--- config.mk ---
export PLATFORM = sky130hd
export DESIGN_NAME = mem_arbiter
export DESIGN_NICKNAME = d
export VERILOG_FILES = /design/src/rtl/mem_arbiter.sv
export SDC_FILE = /design/constraint.sdc
export NUM_CORES = 1
export LEC_CHECK = 0
export ABC_AREA = 1
export BUFFER_PORTS_ARGS = -buffer_cell sky130_fd_sc_hd__buf_2
export CELL_PAD_IN_SITES_DETAIL_PLACEMENT = 0
export CELL_PAD_IN_SITES_GLOBAL_PLACEMENT = 2
export CORE_ASPECT_RATIO = 0.5
export CORE_UTILIZATION = 24
export CTS_BUF_LIST = sky130_fd_sc_hd__clkbuf_2 sky130_fd_sc_hd__clkbuf_4 sky130_fd_sc_hd__clkbuf_8
export CTS_CLUSTER_DIAMETER = 50
export DETAILED_ROUTE_END_ITERATION = 6
export HOLD_SLACK_MARGIN = 0.05
export PLACE_DENSITY = 0.88
export REMOVE_ABC_BUFFERS = 1
export SYNTH_ARGS = -nofsm -noshare
export SYNTH_HDL_FRONTEND = slang
export SYNTH_SLANG_ARGS = --single-unit
--- constraint.sdc ---
create_clock -name CLK -period 1.3 [get_ports CLK]
set_input_delay 0.13 -clock CLK [delete_from_list [all_inputs] [get_ports CLK]]
set_output_delay 0.13 -clock CLK [all_outputs]
set_load 0.03 [all_outputs]
--- src/rtl/mem_arbiter.sv ---
// Shares one RAM port between instruction fetch and data load/store, with data priority.
// Optional fetch starvation guard is compiled in with `define ARB_STARVE_GUARD_EN.
module mem_arbiter #(
   parameter int ADDR_W     = 32,
   parameter int DATA_W     = 32,
   parameter int STARVE_MAX = 4
) (
   input  logic              CLK,
   input  logic              RST,
   input  logic              iREN,
   input  logic [ADDR_W-1:0] iaddr,
   output logic [DATA_W-1:0] iload,
   output logic              ihit,
   input  logic              dREN,
   input  logic              dWEN,
   input  logic [ADDR_W-1:0] daddr,
   input  logic [DATA_W-1:0] dstore,
   output logic [DATA_W-1:0] dload,
   output logic              dhit,
   output logic              ramREN,
   output logic              ramWEN,
   output logic [ADDR_W-1:0] ramaddr,
   output logic [DATA_W-1:0] ramstore,
   input  logic [DATA_W-1:0] ramload,
   input  logic [1:0]        ramstate
);

   typedef enum logic [1:0] {IDLE, BUSY, RESP} state_t;
   localparam logic [1:0] RS_ACCESS = 2'd2;

   state_t            state, state_n;
   logic              own_d;
   logic              lat_wen;
   logic [ADDR_W-1:0] lat_addr;
   logic [DATA_W-1:0] lat_store;
   logic              grant_d, grant_i;
   logic              fetch_pri;

`ifdef ARB_STARVE_GUARD_EN
   logic [3:0] starve_cnt;

   assign fetch_pri = iREN && (starve_cnt == 4'(STARVE_MAX));

   // Counts data grants that jumped a waiting fetch; any fetch grant resets it.
   always_ff @(posedge CLK) begin
      if (RST)
         starve_cnt <= '0;
      else if (grant_i)
         starve_cnt <= '0;
      else if (grant_d && iREN)
         starve_cnt <= starve_cnt + 4'd1;
   end
`else
   assign fetch_pri = 1'b0;
`endif

   always_ff @(posedge CLK) begin
      if (RST)
         state <= IDLE;
      else
         state <= state_n;
   end

   always_comb begin
      state_n = state;
      grant_d = 1'b0;
      grant_i = 1'b0;
      case (state)
         IDLE: begin
            if (fetch_pri)
               grant_i = 1'b1;
            else if (dREN || dWEN)
               grant_d = 1'b1;
            else if (iREN)
               grant_i = 1'b1;
            if (grant_d || grant_i)
               state_n = BUSY;
         end
         // FREE/BUSY hold, ERROR keeps the same access on the port as a retry.
         BUSY:    if (ramstate == RS_ACCESS) state_n = RESP;
         RESP:    state_n = IDLE;
         default: state_n = IDLE;
      endcase
   end

   always_ff @(posedge CLK) begin
      if (RST) begin
         own_d     <= 1'b0;
         lat_wen   <= 1'b0;
         lat_addr  <= '0;
         lat_store <= '0;
         iload     <= '0;
         dload     <= '0;
      end else begin
         if (grant_d) begin
            own_d     <= 1'b1;
            lat_wen   <= dWEN;
            lat_addr  <= daddr;
            lat_store <= dstore;
         end else if (grant_i) begin
            own_d    <= 1'b0;
            lat_wen  <= 1'b0;
            lat_addr <= iaddr;
         end
         if (state == BUSY && ramstate == RS_ACCESS) begin
            if (own_d)
               dload <= ramload;
            else
               iload <= ramload;
         end
      end
   end

   assign ihit     = (state == RESP) && !own_d;
   assign dhit     = (state == RESP) &&  own_d;
   assign ramREN   = (state == BUSY) && !lat_wen;
   assign ramWEN   = (state == BUSY) &&  lat_wen;
   assign ramaddr  = lat_addr;
   assign ramstore = lat_store;

endmodule

Yosys cells after proc, flatten, opt, wreduce, memory -nomap -nowiden:

Index checks and enable logic that the tools add are counted.

* register bits after elaboration: 132
* output and inout bits: 132
* input port bits: 135
* word-level logic and storage cells: 42

* reductions and logical operators: 14
* mux-type cells: 15
* eq/ne operators: 5
* bitwise logic cells: 1

Operators with widths (number)
* 32-bit 2-to-1 mux: 2
* 1-bit 2-to-1 mux: 10
* 2-bit AND reduction: 3
* 1-bit logical AND: 5
* 2-bit == test (second input constant): 2
* 2-bit 2-to-1 mux: 2
* 2-bit != test (second input constant): 2
* 2-bit case mux with 2 select lines: 1
* 2-bit by 1-bit == test with 1-bit output (second input constant): 1
* 1-bit logical NOT: 2
* 2-bit logical NOT: 1
* 1-bit logical OR: 2
* 2-bit nonzero test: 1
* 1-bit NOT: 1

Logic depth before layout (Yosys ltp):

* word-level depth: 6
* gate-level depth with buffers: 9

Least setup slack after synthesis:

OpenSTA, ideal clock, no wires.

* path kind: register to output
* start point: reg own_d
* end point: out dhit
* slack: 0.052 ns
* data arrival time: 1.118 ns
* cell stages (with the launch flop): 3
* required time: 1.170 ns
* cells stage by stage: dfxtp_1 > inv_1 > nor3_1

* longest elaborated chain between the ends: 1

Ends and longest elaborated chain
* start, declared: line 32 `logic own_d;`
* start signal, assigned: line 88 `own_d <= 1'b0;`
* start signal, assigned: line 96 `own_d <= 1'b1;`
* start signal, assigned: line 101 `own_d <= 1'b0;`
* 1-bit logical AND: line 115 `assign dhit = (state == RESP) && own_d;`
* end, declared: line 19 `output logic dhit,`

Every way passes these cells.

Final worst setup path:

* start point: reg state[1]
* end point: reg lat_addr[11], in the netlist ramaddr[11]

* longest elaborated chain between the ends: 3

Ends and longest elaborated chain
* start, declared: line 31 `state_t state, state_n;`
* start signal, assigned: line 61 `state <= state_n;`
* 2-bit logical NOT *: line 68 `case (state)`
* 1-bit 2-to-1 mux: line 68
* 32-bit 2-to-1 mux or 2-bit nonzero test (tied branches)
* end signal, assigned: line 98 `lat_addr <= daddr;`
* end signal, assigned: line 103 `lat_addr <= iaddr;`
* end, declared: line 34 `logic [ADDR_W-1:0] lat_addr;`

Every way passes the cells marked *; elsewhere a longest branch is shown, timed or not.
A chain may end at the register's enable or synchronous reset.

==> impl_metrics.xml <==
<?xml version="1.0" encoding="UTF-8"?>
<metrics>
  <group name="outcome">
    <metric name="status" unit="">finished, violations left</metric>
    <metric name="violated_checks" unit="">DRC, setup timing</metric>
  </group>
  <group name="clocking">
    <metric name="clockBufferDepth" unit="">2</metric>
    <metric name="ctsRootBufferMaster" unit="">clkbuf_8</metric>
    <metric name="cts_sinks" unit="">132</metric>
    <metric name="cts-htree-levels" unit="">4</metric>
    <metric name="clk_pin_slew" unit="ns">0.07</metric>
    <metric name="tritoncts" unit="">built</metric>
    <metric name="worst_skew_pair.late_latency" unit="ns">0.47</metric>
    <metric name="numCtsBuffers" unit="">17</metric>
  </group>
  <group name="drt">
    <metric name="vias" unit="">6603</metric>
    <metric name="vias_per_cell" unit="">4.076</metric>
    <metric name="post-route-drc-count" unit="">13</metric>
    <metric name="routed_wire_length_per_instance" unit="um">12.97</metric>
    <metric name="antenna_violating_nets_left" unit="">0</metric>
    <metric name="detail_route.iter0.violations" unit="">363</metric>
    <metric name="drt_pass1_iterations" unit="">6</metric>
    <metric name="totalWireLength" unit="um">21010</metric>
  </group>
  <group name="yosys">
    <metric name="mappedNetlistArea" unit="sq um">5702</metric>
    <metric name="synthMuxAreaShare" unit="%">0</metric>
    <metric name="ys_seq_elements" unit="">132</metric>
    <metric name="synthAdderAreaFrac" unit="%">0</metric>
    <metric name="synth_top_family_by_area" unit="">simple AND/OR/NAND/NOR gates</metric>
    <metric name="ys_seq_area_share" unit="%">46.35</metric>
    <metric name="asyncSetResetFlopFracSynth" unit="%">0</metric>
    <metric name="yosysWarnings" unit="">0</metric>
    <metric name="synthMostInstantiatedCell" unit="">nor2_1</metric>
    <metric name="synth.top_cell.area_share" unit="%">46.35</metric>
    <metric name="synth_enable_flop_cells" unit="">0</metric>
    <metric name="area_share_of_xor_xnor_cells_in_the_synthesized_design" unit="%">0</metric>
    <metric name="synth_compound_area_share" unit="%">3.160</metric>
    <metric name="synth_ff_type" unit="">dfxtp_1</metric>
    <metric name="netlist_top_cells_area" unit="">dfxtp_1, nor2_1, nand2_1, inv_1, nand3b_1</metric>
    <metric name="yosysTopAreaCell" unit="">dfxtp_1</metric>
    <metric name="synth.top_cells.by_count" unit="">nor2_1, nand2_1, dfxtp_1, inv_1, nand3b_1</metric>
    <metric name="yosys.area_share.simple" unit="%">39.50</metric>
    <metric name="synth_cells" unit="">884</metric>
    <metric name="synth_unique_cells" unit="">17</metric>
    <metric name="syn-mean-instance-area" unit="sq um">6.450</metric>
  </group>
  <group name="sta">
    <metric name="min_period" unit="ns">1.401</metric>
    <metric name="layout_worst_path_cycle_share" unit="%">107.8</metric>
    <metric name="timing.fmax" unit="GHz">0.7137</metric>
    <metric name="worst_slew_slack_as_a_fraction_of_its_limit" unit="%">76.21</metric>
    <metric name="worst-slew-pin-transition" unit="ns">0.3568</metric>
    <metric name="finalHoldViolations" unit="">0</metric>
    <metric name="whs" unit="ns">0.2418</metric>
    <metric name="slew_viols_final" unit="">0</metric>
    <metric name="finalSetupViolCount" unit="">102</metric>
    <metric name="grt_setup_unrepaired" unit="">yes</metric>
    <metric name="setup_ws" unit="ns">-0.1011</metric>
    <metric name="timing.setup.tns" unit="ns">-5.325</metric>
    <metric name="maximum_clock_skew_at_final_layout" unit="ns">0.01005</metric>
  </group>
  <group name="critical_path">
    <metric name="start_kind" unit="">flop</metric>
    <metric name="cp_max_fo" unit="">8</metric>
    <metric name="timing.critical_path.to_type" unit="">flop</metric>
    <metric name="reg2reg_depth" unit="">9</metric>
    <metric name="crit_type" unit="">flop to flop</metric>
    <metric name="critPathRequiredTime" unit="ns">1.67</metric>
    <metric name="timing.critical_path.arrival" unit="ns">1.77</metric>
  </group>
  <group name="global_route">
    <metric name="gr-usage-all-layers" unit="%">15.83</metric>
    <metric name="grt_first_pass_wirelength" unit="um">30460</metric>
    <metric name="antenna_violations_before_repair" unit="">0</metric>
    <metric name="gr-total-overflow" unit="">0</metric>
    <metric name="grt_pass1_vias" unit="">6299</metric>
    <metric name="grt_start_max_net_pins" unit="">71</metric>
  </group>
  <group name="power_and_ir_drop">
    <metric name="maximum_ir_drop_on_the_vdd_rail" unit="uV">615.8</metric>
    <metric name="static-leakage-power" unit="nW">5.505</metric>
    <metric name="powerDensity" unit="nW/um^2">1206</metric>
    <metric name="design_power_total" unit="mW">12.20</metric>
  </group>
  <group name="min_path">
    <metric name="worstHoldPathCells" unit="">6</metric>
    <metric name="min-delay-path-class" unit="">input port to flop</metric>
  </group>
  <group name="place">
    <metric name="placement.cell_area" unit="sq um">7516</metric>
    <metric name="place_hpwl" unit="um">12300</metric>
    <metric name="place_congestion" unit="">0.8033</metric>
    <metric name="post-place-cells" unit="">1431</metric>
    <metric name="port-buffer-count" unit="">266</metric>
  </group>
  <group name="die">
    <metric name="fp-row-count" unit="">39</metric>
    <metric name="io-pin-count" unit="">267</metric>
    <metric name="floorplan.initialDensity" unit="%">24.70</metric>
    <metric name="floorplan.die_area" unit="sq um">24420</metric>
    <metric name="width_of_the_die" unit="um">220.0</metric>
    <metric name="die_h" unit="um">111.0</metric>
    <metric name="core_region_area" unit="sq um">23080</metric>
  </group>
  <group name="layout">
    <metric name="fin_nets" unit="">1435</metric>
    <metric name="antenna_cells" unit="">0</metric>
    <metric name="drive_above_1_share" unit="%">30.62</metric>
    <metric name="synth_to_final_area_change" unit="%">77.33</metric>
    <metric name="layout.cells.non_filler" unit="">1620</metric>
    <metric name="finalInstanceArea" unit="sq um">10110</metric>
  </group>
  <group name="flow_run">
    <metric name="cap_violations" unit="">0</metric>
  </group>
</metrics>
## registers in the layout, indices dropped and copies added, names as in the netlist
signal,flops
dload,32
iload,32
lat_wen,1
own_d,1
ramaddr,32
ramstore,32
state,2
## cell usage in the layout (no fill, tap or decap), types with 11 or more instances in the layout
cell type	Yosys	routed
buf_6	0	11
nor2_2	1	12
dlygate4sd3_1	0	133
buf_2	30	262
nand2_1	231	210
buf_12	0	12
clkbuf_16	0	15
nor2_1	290	274
nand3b_1	32	32
dfxtp_1	132	128
nand2_2	3	11
inv_1	105	101
clkbuf_8	0	18
o21ai_0	18	18
o21ai_1	15	12
nand2_4	0	12
## routing by layer
metal / GRT usage, % / vias up / routed length, um
met1: 17.22 / 3008 / 9144
met5: 0 / - / 0
li1: - / 3431 / -
met2: 28.05 / 121 / 10620
met4: 6.529 / 0 / 595
met3: 5.240 / 43 / 658
## critical path: stages, from the launching register on
cell and delay, ns:
dfxtp_2 0.34, buf_6 0.12, nor2_4 0.13, nand2_4 0.13, clkbuf_16 0.20, clkbuf_16 0.16, nand2_1 0.06, nand2_1 0.05
nor2_1 0.08, nor2_1 0.04
## what timing repair did
item,CTS,global route
cloned,0,18
hold buffers,133,0
setup buffers,4,3
hold endpoints to repair,132,0
resized for setup,28,70
setup endpoints to repair,4,127
pin swaps,5,34
## per-stage QoR
stage | util, % | setup slack (ns)
after global placement | 32.56 | 0.06106
after global routing | 43.81 | -0.2025
final | 43.81 | -0.1011
after floorplan | - | -2.905
after CTS | 40.90 | -0.1148
after detailed placement | 32.56 | 0.04329
## kinds of logic (layout without fill, tap and decap cells)
logic type,after synthesis,in the layout
AND/OR/NAND/NOR,562,562
buffers and inverters,154,583
flip-flops,132,132
AO/OA/AOI/OAI,36,36
## layout make-up
class	instances	area, sq um
clock buffer	22	277.8
tap	307	384.1
sequential	132	2650
multi-input combinational	598	2669
clock inverter	10	202.7
fill	2356	12970
timing repair buffer	446	3517
inverter	105	410.4
## power breakdown
| group | internal, mW | switching [mW] | total, mW |
|---|---|---|---|
| sequential | 4.37 | 0.160 | 4.53 |
| clock | 2.60 | 1.71 | 4.31 |
| combinational | 1.46 | 1.90 | 3.36 |
| total | 8.43 | 3.77 | 12.2 |
## path summary, 6_finish.rpt
kind                            slack (ns)           end    startpoint
worst max register to register       -0.10   ramaddr[11]      state[1]
worst min-delay path                  0.24      state[0]          iREN
worst max-delay path                 -0.10   ramaddr[11]      state[1]
worst min register to register        0.48  ramstore[15]  ramstore[15]
(Power assumes the default switching activity.)
